--- src/rtl/wb_stage_rv.sv ---
// Registered RV32 writeback stage: 2-entry skid buffer, load extraction, stallable RF write port.
// Optional retired-instruction counter enabled by defining WB_INSTRET_EN.
module wb_stage_rv #(
    parameter int unsigned XLEN  = 32,
    parameter int unsigned CNT_W = 64
) (
    input  logic            clk,
    input  logic            rst,
    input  logic            valid_i,
    output logic            ready_o,
    input  logic [XLEN-1:0] pc_i,
    input  logic [31:0]     inst_i,
    input  logic [XLEN-1:0] result_i,
    input  logic [XLEN-1:0] loaddata_i,
    input  logic            rf_ready_i,
    output logic            rdvalid_o,
    output logic [4:0]      rdnum_o,
    output logic [XLEN-1:0] rddata_o,
    output logic            retire_o,
    output logic [XLEN-1:0] retire_pc_o
`ifdef WB_INSTRET_EN
    ,
    output logic [CNT_W-1:0] instret_o
`endif
);

    localparam logic [6:0] OP_OP     = 7'b0110011;
    localparam logic [6:0] OP_OPIMM  = 7'b0010011;
    localparam logic [6:0] OP_JALR   = 7'b1100111;
    localparam logic [6:0] OP_LOAD   = 7'b0000011;
    localparam logic [6:0] OP_LUI    = 7'b0110111;
    localparam logic [6:0] OP_AUIPC  = 7'b0010111;
    localparam logic [6:0] OP_JAL    = 7'b1101111;

    typedef struct packed {
        logic            req;
        logic [4:0]      rd;
        logic [XLEN-1:0] data;
        logic [XLEN-1:0] pc;
    } slot_t;

    if (CNT_W == 0) begin : g_bad_cnt_w
        $error("CNT_W must be nonzero");
    end

    slot_t out_q, out_n, skid_q, skid_n, in_slot;
    logic  out_valid, out_valid_n, skid_valid, skid_valid_n;
    logic  ready_q, ready_n;
    logic  accept, commit;

    logic unused_inst;
    assign unused_inst = ^inst_i[31:15];

    // Sub-word extraction; LH/LHU select the half by offset[1] only.
    function automatic logic [XLEN-1:0] load_extract(input logic [2:0] f3,
                                                     input logic [1:0] off,
                                                     input logic [XLEN-1:0] word);
        logic [XLEN-1:0] sb, sh;
        logic [7:0]      b;
        logic [15:0]     h;
        sb = word >> {off, 3'b000};
        sh = word >> {off[1], 4'b0000};
        b  = sb[7:0];
        h  = sh[15:0];
        case (f3)
            3'b000:  return {{(XLEN-8){b[7]}}, b};
            3'b001:  return {{(XLEN-16){h[15]}}, h};
            3'b100:  return {{(XLEN-8){1'b0}}, b};
            3'b101:  return {{(XLEN-16){1'b0}}, h};
            default: return word;
        endcase
    endfunction

    always_comb begin
        logic writes_rd;
        case (inst_i[6:0])
            OP_OP, OP_OPIMM, OP_JALR, OP_LOAD, OP_LUI, OP_AUIPC, OP_JAL: writes_rd = 1'b1;
            default: writes_rd = 1'b0;
        endcase
        in_slot.req  = writes_rd & (|inst_i[11:7]);
        in_slot.rd   = inst_i[11:7];
        in_slot.pc   = pc_i;
        in_slot.data = (inst_i[6:0] == OP_LOAD)
                     ? load_extract(inst_i[14:12], result_i[1:0], loaddata_i)
                     : result_i;
    end

    assign accept = valid_i & ready_q;
    assign commit = out_valid & ~rst & (rf_ready_i | ~out_q.req);

    // Slot movement; SKID is never written while full because ready tracks it.
    always_comb begin
        out_valid_n  = out_valid;
        skid_valid_n = skid_valid;
        out_n        = out_q;
        skid_n       = skid_q;
        if (commit) begin
            if (skid_valid) begin
                out_n        = skid_q;
                skid_valid_n = 1'b0;
            end else if (accept) begin
                out_n = in_slot;
            end else begin
                out_valid_n = 1'b0;
            end
        end else if (accept) begin
            if (!out_valid) begin
                out_valid_n = 1'b1;
                out_n       = in_slot;
            end else begin
                skid_valid_n = 1'b1;
                skid_n       = in_slot;
            end
        end
        ready_n = ~skid_valid_n;
    end

    always_ff @(posedge clk) begin
        if (rst) begin
            out_valid  <= 1'b0;
            skid_valid <= 1'b0;
            out_q      <= '0;
            skid_q     <= '0;
            ready_q    <= 1'b0;
        end else begin
            out_valid  <= out_valid_n;
            skid_valid <= skid_valid_n;
            out_q      <= out_n;
            skid_q     <= skid_n;
            ready_q    <= ready_n;
        end
    end

    assign ready_o     = ready_q;
    assign rdvalid_o   = out_valid & out_q.req & ~rst;
    assign rdnum_o     = out_q.rd;
    assign rddata_o    = out_q.data;
    assign retire_o    = commit;
    assign retire_pc_o = out_q.pc;

`ifdef WB_INSTRET_EN
    logic [CNT_W-1:0] instret_q;

    always_ff @(posedge clk) begin
        if (rst) begin
            instret_q <= '0;
        end else if (commit) begin
            instret_q <= instret_q + CNT_W'(1);
        end
    end

    assign instret_o = instret_q;
`endif

endmodule

--- config.mk ---
export PLATFORM = sky130hd
export DESIGN_NAME = wb_stage_rv
export DESIGN_NICKNAME = d
export VERILOG_FILES = /design/src/rtl/wb_stage_rv.sv
export SDC_FILE = /design/constraint.sdc
export NUM_CORES = 1
export LEC_CHECK = 0
export CORE_MARGIN = 10
export CORE_UTILIZATION = 48
export DETAILED_ROUTE_END_ITERATION = 8
export PLACE_DENSITY_LB_ADDON = 0.2
export SLEW_MARGIN = 20
export SYNTH_ARGS = -nofsm -noshare
export SYNTH_HDL_FRONTEND = slang
export SYNTH_SLANG_ARGS = --single-unit
--- constraint.sdc ---
create_clock -name clk -period 2.5 [get_ports clk]
set_input_delay 0.375 -clock clk [delete_from_list [all_inputs] [get_ports clk]]
set_output_delay 0.375 -clock clk [all_outputs]
set_load 0.1 [all_outputs]
# After elaboration in Yosys (flattened, before gate mapping)
# Cells that the tools add are included.
[word_totals]
output_inout_bits = 72
wordCells = 60
register_bits = 143
input_bits = 132
[op_classes]
reduce_logical = 8
shifts = 2
n_eq_ne = 13
n_bitwise = 11
n_mux = 15
[ops]
columns = ["operator", "n"]
rows = [
  ["2-to-1 mux 70 bit", 5],
  ["case mux 32 bit (4 select lines)", 1],
  ["2-to-1 mux 32 bit", 1],
  [">> shifter 32 x 5 -> 16 bit", 1],
  [">> shifter 32 x 5 -> 8 bit", 1],
  ["equality test 7 x 5 -> 1 bit (second input constant)", 2],
  ["equality test 7 x 6 -> 1 bit (second input constant)", 2],
  ["equality test 7 bit (second input constant)", 2],
  ["AND reduction 3 bit", 3],
  ["2-to-1 mux 1 bit", 8],
  ["equality test 7 x 2 -> 1 bit (second input constant)", 1],
  ["OR reduction 7 bit", 1],
  ["AND 1 bit", 6],
  ["equality test 3 bit (second input constant)", 2],
  ["inequality test 2 bit (second input constant)", 3],
  ["OR reduction 5 bit", 1],
  ["NOT 1 bit", 4],
  ["nonzero test 2 bit", 2],
  ["equality test 3 x 1 -> 1 bit (second input constant)", 1],
  ["logical NOT 3 bit", 1],
  ["bitwise OR 1 bit", 1],
]

# Logic depth before layout (Yosys ltp)
[depth]
word_depth = 7
mapped_depth = 8
depth_no_buf = 5

# Worst setup path after synthesis
# No wires, ideal clock.
[synth_path]
kind = "flip-flop to flip-flop"
startpoint = "register ready_q (netlist: ready_o)"
endpoint = "register skid_q[54] (netlist bit)"
setup_slack_ps = 221
period_less_slack_ps = 2279
stages_incl_launch_ff = 6
setup_time_ps = 74
t_arrival_ps = 2205
t_required_ps = 2426
path_cell_list = "dfxtp_1 > and3_1 > a21boi_1 > nand2_1 > clkbuf_1 > o21ai_0"
[synth_via]
elab_chain_len = 2
[synth_lines]
columns = ["item", "line", "rtl"]
rows = [
  ["start, declared", "48", "logic ready_q, ready_n;"],
  ["start signal, assigned", "130", "ready_q <= ready_n;"],
  ["AND 1 bit", "88", "assign accept = valid_i & ready_q;"],
  ["AND reduction 3 bit (no line)", "--", ""],
  ["end signal, assigned", "129", "skid_q <= skid_n;"],
  ["end, declared", "46", "slot_t out_q, out_n, skid_q, skid_n, in_slot;"],
]
# Every way passes these cells.
# A chain may end at the register's enable or synchronous reset.

# Final worst setup path
[layout_path]
startpoint = "input inst_i[3]"
endpoint = "register out_q (netlist bit rddata_o[8])"
[layout_via]
elab_chain_len = 5
word_cells_on_any_way = 7
[layout_lines]
columns = ["item", "line", "rtl"]
rows = [
  ["start, declared", "12", "input logic [31:0] inst_i,"],
  ["equality test 7 x 2 -> 1 bit *", "83", "in_slot.data = (inst_i[6:0] == OP_LOAD)"],
  ["2-to-1 mux 32 bit *", "84", "? load_extract(inst_i[14:12], result_i[1:0], loaddata_i)"],
  ["2-to-1 mux 70 bit (on tied branches)", "107, 101", ""],
  ["2-to-1 mux 70 bit (on tied branches)", "106, 98", ""],
  ["2-to-1 mux 70 bit *", "97", "if (commit) begin"],
  ["end signal, assigned", "128", "out_q <= out_n;"],
  ["end, declared", "46", ""],
]
# Mark *: on every way between the ends. The rest lies on a longest branch, timed or not. The select of a mux whose other input is x is not followed.

==> out/results.txt <==
Hold Buf Count CTS - 0
syn avg cell area - 7.88 sq um
Worst Setup Path Type - input port to flip-flop
drt drc - 0
Reg clk slew, reported paths - 0.07 ns
MaxCap Viol Count - 0
cts repair resizes - 0
Yosys cell types - 48
status - completed
cell chain of the critical path - clkdlybuf4s50_1, or3_1, or2_4, buf_4, nor3_1, a21oi_1, buf_4, o22ai_1
critical path fanouts, max - 14
grt ovf - 0
initial antenna violation count - 0
vias in the first global route - 6183
fillers - 1228
Synth Area in Compound Gates - 0.243
Synth Flop Type - dfxtp_1
Placeable Area - 13900 sq um
Hold Fails Final Rpt - 0
area of the multi-input gates - 3190 sq um
Fmax achieved - 461 MHz
largest net degree at the start of global routing - 61
Yosys top cell by area - dfxtp_1
die area - 19500 sq um
Worst Path Arrival - 2.51 ns
Async SR Flop Fraction - 0
sequential fraction of the synthesis area - 0.417
ant diodes - 0
post-synthesis register bit count - 143
CP peak stage delay - 0.44 ns
I/O pin total - 204
Ys Warns - 0
relative slew slack - 0.590
Tcrit/Tclk final - 0.867
DRT iter0 DRCs - 524
H-Tree Level Count - 4
Most common cell on crit path - buf_4
# setup viols final - 0
CP endpoint kind - flip-flop
clock buffer depth - 2
syn_nets - 1002
pre-CTS setup slack - -0.0666 ns
worst setup margin - 0.333 ns
total power - 0.00605 W
Total Routing Usage GR - 0.208
Sink Count - 143
power density cells - 669 nW/um^2
Fin Hold WS - 0.421 ns
Tmin final - 2.17 ns
Inserted Clock Buffers - 17
number of nets in the layout - 1116
Adder-Cell Fraction of Synth Area - 0
share of cells above drive strength 1 - 0.173
mux cell area share after synthesis - 0.0193
Pre-antenna DRT Iters - 5
Netlist Area Pre-Place - 6860 sq um
slowest CP cell - or3_1
Layout area overhead - 31.9%
FP Rows - 43
Post-Synth XOR/XNOR Area - 0
Post-synth EDFFs - 0
Post-CTS Setup Bufs - 0
top-count cell post-synth - nand2_1
Initial Utilization - 0.492
worst hold-check path type - input port to flip-flop
DR vias/cell - 5.58
cells after synthesis - 870
critical path's top delay family - simple AND/OR/NAND/NOR gates
Post-Synth Simple-Gate Area - 0.198
RSZ-0062 raised after global routing - no
Worst-Margin Slew - 0.615 ns
Root Buffer - clkbuf_16
peak supply drop - 0.461 mV
Yosys top cell area share - 0.417
Die Wd - 140 microns
Skew-Pair Late Insertion Delay - 0.42 ns
DR vias - 6566
TNS Setup - 0 ns
Data required, critical path - 2.85 ns
HPWL Detailed - 15.0 mm
CTS tree - done
Reg area - 2860 sq um
Wirelength per Cell - 18.1 microns
Clock Skew - 0.00805 ns
Leak - 3.51 nW
Slew Viols, Final - 0
first-pass GRT wire length - 33.4 mm
count of buffers from port buffering - 186
Post-Route WL - 21.3 mm
post-layout util - 0.649
largest family of logic cells by synthesized area - compound AO/OA/AOI/OAI gates
leading cell types by count after synthesis - nand2_1, dfxtp_1, nor2_1
Final ANT Viol Nets - 0
Synth area leaders - dfxtp_1, nand2_1, buf_4
Die Span Y - 140 microns
Placer Congestion - 0.992
Worst Path Buf+Inv - 3
CP startpoint kind - input port
==> worst register-to-register path, delay by kind of cell, from the launching register on <==
family           cells  cell delay, ns
flip-flops           1            0.47
AND/OR/NAND/NOR      2            0.70
AO/OA/AOI/OAI        2            0.60
==> where the power goes <==
| part | internal (W) | switching [W] | total [W] |
|---|---|---|---|
| combinational | 0.000383 | 0.000745 | 0.00113 |
| clock | 0.00148 | 0.00105 | 0.00253 |
| sequential | 0.00235 | 0.0000398 | 0.00239 |
==> cell type report <==
type	count	share of cell area
Multi-Input combinational cell	580	0.353
Clock inverter	14	0.0173
Inverter	5	0.00208
Tap cell	180	0.0249
Timing Repair Buffer	237	0.239
Sequential cell	143	0.317
Clock buffer	18	0.0475
==> routing by layer <==
| metal | vias to the layer above | part of all wire | global-route usage | wire length [microns] |
|---|---|---|---|---|
| met5 | - | 0 | 0 | 0 |
| met4 | 0 | 0.018 | 0.0712 | 381 |
| met3 | 28 | 0.070 | 0.0582 | 1500 |
| met2 | 236 | 0.45 | 0.319 | 9690 |
| met1 | 3051 | 0.46 | 0.274 | 9760 |
| li1 | 3251 | - | - | - |
==> cells in the final DEF, fill, tap and decap left out, types with 8 or more instances in the layout <==
master,synthesis,final
a22oi_1,24,24
nand2_1,190,190
and3_1,20,19
nor3_1,12,12
nor2_1,74,74
a21oi_1,60,60
clkbuf_16,0,17
clkdlybuf4s50_1,0,113
a311oi_1,43,43
dfxtp_1,143,143
o22ai_1,28,28
buf_12,0,8
mux2_2,8,8
buf_4,69,116
o21ai_0,42,41
a211oi_1,18,18
==> path summary, 6_finish.rpt <==
path               from     endpoint  slack [ns]  depth (start not counted)
max           inst_i[3]  rddata_o[8]        0.33                          8
min                 rst   skid_q[34]        0.42                          4
max reg2reg   out_valid   skid_q[55]        0.66                          4
min reg2reg  skid_q[32]  rddata_o[0]        0.44                          2
==> state kept, by name, summed over array words and instances (netlist names) <==
signal       cells
ready_o          1
out_q            1
skid_valid       1
retire_pc_o     32
out_valid        1
skid_q          70
rddata_o        32
rdnum_o          5
==> cells by family (layout without fill, tap and decap cells) <==
| kind of cell | Yosys count | count (layout) |
|---|---|---|
| muxes | 11 | 11 |
| AOI/OAI and AO/OA | 249 | 249 |
| DFF | 143 | 143 |
| and+or+nand+nor | 320 | 320 |
| buffers and inverters | 147 | 274 |
==> per-stage QoR <==
| step | instance area [sq um] | std cells |
|---|---|---|
| after global routing | 9040 | 1177 |
| after global placement | 8460 | 1145 |
| after floorplan | 6860 | 870 |
| after detailed placement | 8460 | 1145 |
| after CTS | 9040 | 1177 |
| final | 9040 | 1177 |
(Power assumes the default switching activity.)
